==> src/rtl/seq_divider.sv <==
// seq_divider: multi-cycle signed restoring divider for the multdiv unit.
// One quotient bit per cycle by shift-and-subtract. The trial subtract is a
// single WIDTH+1-bit add of the inverted divisor with carry-in 1.
// Optional feature macro: DIV_REMAINDER_EN adds the data_remainder output.
// Without it the sign-corrected remainder register and its negation logic
// are absent, and quotient timing does not change.
//
// Timing from a start edge s (ctrl_div sampled while idle):
//   s        : operands latched, busy rises
//   s+1      : PREP takes magnitudes and records signs
//   s+2..    : WIDTH ITER steps
//   s+W+2    : FIX publishes the sign-corrected quotient
//   s+W+3    : DONE retires; data_resultRDY is high for the following cycle
// A zero divisor skips straight to DONE, so the ready pulse follows edge s+1.
// busy is already low in the ready cycle. A ctrl_div sampled at the end of
// that cycle starts the next operation back-to-back.

module seq_divider #(
    parameter int unsigned WIDTH = 32
) (
    input  logic             clock,
    input  logic             resetn,
    input  logic             ctrl_div,
    input  logic [WIDTH-1:0] data_operandA,
    input  logic [WIDTH-1:0] data_operandB,
    output logic [WIDTH-1:0] data_result,
`ifdef DIV_REMAINDER_EN
    output logic [WIDTH-1:0] data_remainder,
`endif
    output logic             data_exception,
    output logic             data_resultRDY,
    output logic             busy
);

    localparam int unsigned CntW = (WIDTH > 1) ? $clog2(WIDTH) : 1;
    localparam logic [CntW-1:0] CntLast = CntW'(WIDTH - 1);

    typedef enum logic [2:0] {
        StIdle,
        StPrep,
        StIter,
        StFix,
        StDone
    } state_e;

    state_e            state_q;
    // q_q holds the dividend; it is shifted out MSB-first as quotient bits enter at bit 0.
    logic [WIDTH-1:0]  q_q;
    logic [WIDTH-1:0]  b_q;
    // Partial remainder. It never exceeds |B| <= 2^(WIDTH-1), so WIDTH bits hold
    // it. The shifted value and the trial difference carry the extra bit.
    logic [WIDTH-1:0]  r_q;
    logic [CntW-1:0]   cnt_q;
    logic              neg_quo_q;
    logic [WIDTH-1:0]  result_q;
    logic              exc_q;
    logic              rdy_q;
    logic              busy_q;
`ifdef DIV_REMAINDER_EN
    logic              neg_rem_q;
    logic [WIDTH-1:0]  rem_out_q;
    logic [WIDTH-1:0]  rem_fix;
`endif

    logic [WIDTH:0]    rem_shift;
    logic [WIDTH:0]    rem_trial;
    logic [WIDTH-1:0]  a_mag;
    logic [WIDTH-1:0]  b_mag;
    logic [WIDTH-1:0]  quo_fix;

    // Datapath: one shift/trial-subtract step, magnitudes and sign fix-up.
    always_comb begin
        rem_shift = {r_q, q_q[WIDTH-1]};
        // R - {0,|B|} as R + {1,~|B|} + 1; bit WIDTH set means it went negative.
        rem_trial = rem_shift + {1'b1, ~b_q} + (WIDTH+1)'(1);
        // The most-negative value maps to itself, which reads as 2^(WIDTH-1) unsigned.
        a_mag     = q_q[WIDTH-1] ? (~q_q + WIDTH'(1)) : q_q;
        b_mag     = b_q[WIDTH-1] ? (~b_q + WIDTH'(1)) : b_q;
        quo_fix   = neg_quo_q ? (~q_q + WIDTH'(1)) : q_q;
    end

`ifdef DIV_REMAINDER_EN
    // Remainder takes the sign of the dividend.
    always_comb begin
        rem_fix = neg_rem_q ? (~r_q + WIDTH'(1)) : r_q;
    end
`endif

    // Control FSM with registered outputs; synchronous active-low reset.
    always_ff @(posedge clock) begin
        if (!resetn) begin
            state_q   <= StIdle;
            q_q       <= '0;
            b_q       <= '0;
            r_q       <= '0;
            cnt_q     <= '0;
            neg_quo_q <= 1'b0;
            result_q  <= '0;
            exc_q     <= 1'b0;
            rdy_q     <= 1'b0;
            busy_q    <= 1'b0;
`ifdef DIV_REMAINDER_EN
            neg_rem_q <= 1'b0;
            rem_out_q <= '0;
`endif
        end else begin
            rdy_q <= 1'b0;
            unique case (state_q)
                StIdle: begin
                    if (ctrl_div) begin
                        q_q    <= data_operandA;
                        b_q    <= data_operandB;
                        busy_q <= 1'b1;
                        if (data_operandB == '0) begin
                            result_q <= '0;
                            exc_q    <= 1'b1;
`ifdef DIV_REMAINDER_EN
                            rem_out_q <= '0;
`endif
                            state_q  <= StDone;
                        end else begin
                            state_q <= StPrep;
                        end
                    end
                end
                StPrep: begin
                    neg_quo_q <= q_q[WIDTH-1] ^ b_q[WIDTH-1];
`ifdef DIV_REMAINDER_EN
                    neg_rem_q <= q_q[WIDTH-1];
`endif
                    q_q       <= a_mag;
                    b_q       <= b_mag;
                    r_q       <= '0;
                    cnt_q     <= '0;
                    state_q   <= StIter;
                end
                StIter: begin
                    // Restore (keep the shifted R) when the trial went negative.
                    r_q   <= rem_trial[WIDTH] ? rem_shift[WIDTH-1:0] : rem_trial[WIDTH-1:0];
                    q_q   <= {q_q[WIDTH-2:0], ~rem_trial[WIDTH]};
                    cnt_q <= cnt_q + CntW'(1);
                    if (cnt_q == CntLast) begin
                        state_q <= StFix;
                    end
                end
                StFix: begin
                    result_q <= quo_fix;
                    exc_q    <= 1'b0;
`ifdef DIV_REMAINDER_EN
                    rem_out_q <= rem_fix;
`endif
                    state_q  <= StDone;
                end
                StDone: begin
                    rdy_q   <= 1'b1;
                    busy_q  <= 1'b0;
                    state_q <= StIdle;
                end
                default: begin
                    state_q <= StIdle;
                end
            endcase
        end
    end

    assign data_result    = result_q;
    assign data_exception = exc_q;
    assign data_resultRDY = rdy_q;
    assign busy           = busy_q;
`ifdef DIV_REMAINDER_EN
    assign data_remainder = rem_out_q;
`endif

endmodule
==> config.mk <==
export PLATFORM = sky130hd
export DESIGN_NAME = seq_divider
export DESIGN_NICKNAME = d
export VERILOG_FILES = /design/src/rtl/seq_divider.sv
export SDC_FILE = /design/constraint.sdc
export NUM_CORES = 1
export LEC_CHECK = 0
export ABC_AREA = 1
export BUFFER_PORTS_ARGS = -buffer_cell sky130_fd_sc_hd__buf_2
export CAP_MARGIN = 20
export CORE_ASPECT_RATIO = 1.5
export CORE_MARGIN = 3
export CORE_UTILIZATION = 55
export CTS_CLUSTER_DIAMETER = 150
export CTS_CLUSTER_SIZE = 25
export DETAILED_ROUTE_END_ITERATION = 16
export PLACE_DENSITY = 0.78
export SYNTH_ARGS = -nofsm -noshare
export SYNTH_HDL_FRONTEND = slang
export SYNTH_SLANG_ARGS = --single-unit
==> constraint.sdc <==
create_clock -name clock -period 2.05 [get_ports clock]
set_input_delay 0.205 -clock clock [delete_from_list [all_inputs] [get_ports clock]]
set_output_delay 0.205 -clock clock [all_outputs]
set_load 0.02 [all_outputs]
==> results.toml <==
[clock_tree]
cts-root-buf = "clkbuf_16"
clk_pin_slew_ns = 0.07
clk_latency_ns = 0.44
hold_buffers = 0
max-clock-path-buffers = 2
h-tree-depth = 4
clkSinkCount = 140
cts_tree = "yes"
cts_buffers = 17

[finish]
num_antenna_cells = 0
n_fill_cell = 1430
stdcell_area_um2 = 14500
area_delta_synth_final_pct = 37.1
drive_above_1_share = 0.275
finalNetCount = 2178

[die]
die_h_um = 176
start_util = 0.564
ios = 102
die_width_um = 119
placementRows = 61
core_um2 = 18700
die_area_um2 = 20900

[run_status]
status = "complete, but fails checks"
violations = "negative setup slack"

[global_route]
grt_usage = 0.347
overflow = 0
antenna_found_initial = 0
first_global_vias = 12300
grt_max_degree = 47
grt_pass1_wl_um = 58200

[placed_design]
place_area_um2 = 12800
place.gp.congestion = 1.00
dp_slack_ns = -0.238
portBuffers = 101
dpl.hpwl_um = 28300

[timing]
post-route-period-util = 1.14
finalMaxSlewViolations = 0
finalWorstSetupSlack_ns = -0.292
tightest_slew_ns = 0.705
rsz0062_at_grt = "yes"
finalCriticalPeriod_ns = 2.34
timing.slew.headroom = 0.529
finalSetupViolations = 33
fmax_mhz = 427
hold_ws_ns = 0.0315
hold_violations = 0
fin_tns_setup_ns = -7.85
skew_ns = 0.0136

[synth]
synthFlopType = "dfxtp_1"
ys_ff_latch = 140
synthCells = 1777
synthArstFlopShare = 0
synth_edf_count = 0
avgSynthCellArea_um2 = 5.93
synth_nets = 1882
yosysWarnings = 0
netlist_area_um2 = 10500
synthDistinctLibCells = 48
synth_seq_area_share = 0.266

[power]
intPower_mw = 9.94
p_leak_nw = 7.12
seq_power_share = 0.196
p_switching_mw = 9.54
peakVddDrop_v = 0.000903
p_total_mw = 19.5
p_comb_frac = 0.642
power_density_nw_per_um2 = 1350
p_sw_frac = 0.490
clkPwrFrac = 0.162

[setup_path]
cp_data_required_time_ns = 2.42
end_kind = "register"
start_kind = "register"
crit_arrival_ns = 2.71
critPathKind = "register to register"
path_max_fanout = 6

[drt]
drc = 0
wl_met3_um = 2250
drt-vias-per-instance = 5.58
initialDrtViolationCount = 1019
drt_pass1_iterations = 8
wl_per_cell_um = 16.8
wl_met2_um = 20000
routed_wl_um = 39400
drt-met1-wl_um = 13100
highest_layer = "met4"
ant_nets = 0
dr_total_vias = 13100

[run]
drv_cap = 0

[min_path]
min_path_type = "primary input to register"
flip-flops by register name, indices dropped and copies added (netlist names):
signal          flops
data_exception      1
neg_quo_q           1
cnt_q               5
state_q             3
r_q                32
b_q                32
q_q                32
busy                1
data_result        32
data_resultRDY      1
per-stage QoR:
step                 util  instances
finish              0.773       2338
global route        0.773       2338
CTS                 0.739       2325
detailed placement  0.686       2278
global placement    0.686       2278
floorplan               -       1777
cell type report:
class / instances / area, µm² / area share
clock buffers: 17 / 425 / 0.0294
clock inverters: 15 / 174 / 0.0120
inverters: 292 / 1110 / 0.0769
multi-input cells: 1281 / 7110 / 0.492
flip-flops and latches: 140 / 2830 / 0.196
well taps: 252 / 315 / 0.0218
repair buffers: 341 / 2490 / 0.172
repair_timing:
| item | in CTS | in global routing |
|---|---|---|
| pin swaps | 16 | 45 |
| setup buffers | 12 | 13 |
| endpoints found under the setup margin | 38 | 72 |
| gates cloned | 3 | 0 |
| gates resized for setup | 49 | 137 |
| endpoints found under the hold margin | 0 | 0 |
power by group through the flow:
stage	sequential [mW]	clock [mW]	combinational, mW
finish	3.81	3.16	12.5
global route	3.87	3.26	13.5
floorplan	3.79	0	6.22
detailed placement	3.75	0	10.9
global placement	3.73	0	10.8
CTS	3.71	3.15	11.4
routing by layer:
layer,vias up,track usage
met5,-,0
met4,0,0.311
met3,233,0.0564
met2,581,0.627
met1,5914,0.334
li1,6327,-
worst paths after layout:
path	slack (ns)	depth (start not counted)	to	startpoint
worst max register to register	-0.29	15	r_q[30]$_SDFFE_PN0N_	b_q[31]$_SDFFE_PN0P_
worst min register to register	0.46	2	data_result[5]$_SDFFE_PN0P_	data_result[5]$_SDFFE_PN0P_
worst max-delay path	-0.29	15	r_q[30]$_SDFFE_PN0N_	b_q[31]$_SDFFE_PN0P_
worst min-delay path	0.03	3	q_q[1]$_SDFFE_PN0P_	data_operandA[1]
placed cells by master, fill, tap and decap left out, types with 5 or more instances in the layout:
master     Yosys  layout
inv_4          0       6
nand2_4        1       7
a31oi_1       21      20
nor2_4         2       8
xor2_1        30      30
nor3_2         5       5
a221oi_1      23      23
o21ai_1        3       8
nand3_1      101      86
o21ai_0      107     101
o211ai_1       6       6
buf_2         11     101
clkbuf_16      0      17
dfxtp_1      140     122
nor2_1       103      91
nor2_2        10      16
inv_1        279     258
nand2_2       12      35
ha_4           0      29
nor3_1        19      16
ha_1          37       7
nand2_1      561     531
nor4_1        12      12
inv_8          0       6
buf_6          3       7
a21oi_2        4      17
buf_4          5     221
buf_12         0      11
inv_2         12      27
nand3_2        1      14
dfxtp_2        0      17
a21oi_1      166     152
nand4_1       20      20
synthesized netlist by cell type (2+ instances only):
library cell / count / area share
xnor2_1: 3 / 0.0025
nand4_1: 20 / 0.012
o211ai_1: 6 / 0.0043
or2_2: 2 / 0.0012
nand3b_1: 4 / 0.0028
and2_1: 5 / 0.0030
dfxtp_1: 140 / 0.27
a21oi_1: 166 / 0.079
a221oi_1: 23 / 0.019
inv_1: 279 / 0.099
o21ai_0: 107 / 0.051
o21ai_1: 3 / 0.0014
nor4_1: 12 / 0.0071
nand3_1: 101 / 0.048
buf_1: 3 / 0.0011
clkbuf_1: 43 / 0.015
o21bai_1: 2 / 0.0014
a31oi_1: 21 / 0.012
xor2_1: 30 / 0.025
nand2_2: 12 / 0.0071
nor2_4: 2 / 0.0021
nand2_1: 561 / 0.20
nor2_1: 103 / 0.037
nor3_1: 19 / 0.0090
a41oi_1: 4 / 0.0033
ha_1: 37 / 0.044
buf_4: 5 / 0.0036
a22oi_1: 2 / 0.0014
a21o_1: 3 / 0.0021
buf_6: 3 / 0.0032
buf_2: 11 / 0.0052
a21oi_2: 4 / 0.0033
nor2_2: 10 / 0.0059
inv_2: 12 / 0.0043
nor3_2: 5 / 0.0047
o221ai_1: 2 / 0.0017
cell families after synthesis:
family / synth area share
AO/OA/AOI/OAI: 0.185
flip-flops: 0.266
buffers and inverters: 0.132
XOR/XNOR: 0.0274
adder cells (fa/ha/maj): 0.0458
AND/OR/NAND/NOR: 0.344
worst max-delay path, cell delays in order (launching register included):
cell and delay, ns:
dfxtp_1 0.33, inv_1 0.08, ha_1 0.38, nand2_2 0.15, a21oi_1 0.07, nor2_1 0.12
nand2_1 0.11, a21oi_4 0.18, buf_6 0.14, nand3_2 0.15, nand2_8 0.14, buf_6 0.12
nand2_1 0.05, nand2_1 0.07, nand2_1 0.06, a21oi_2 0.13
Note: power is estimated with default switching activity, not from simulation.
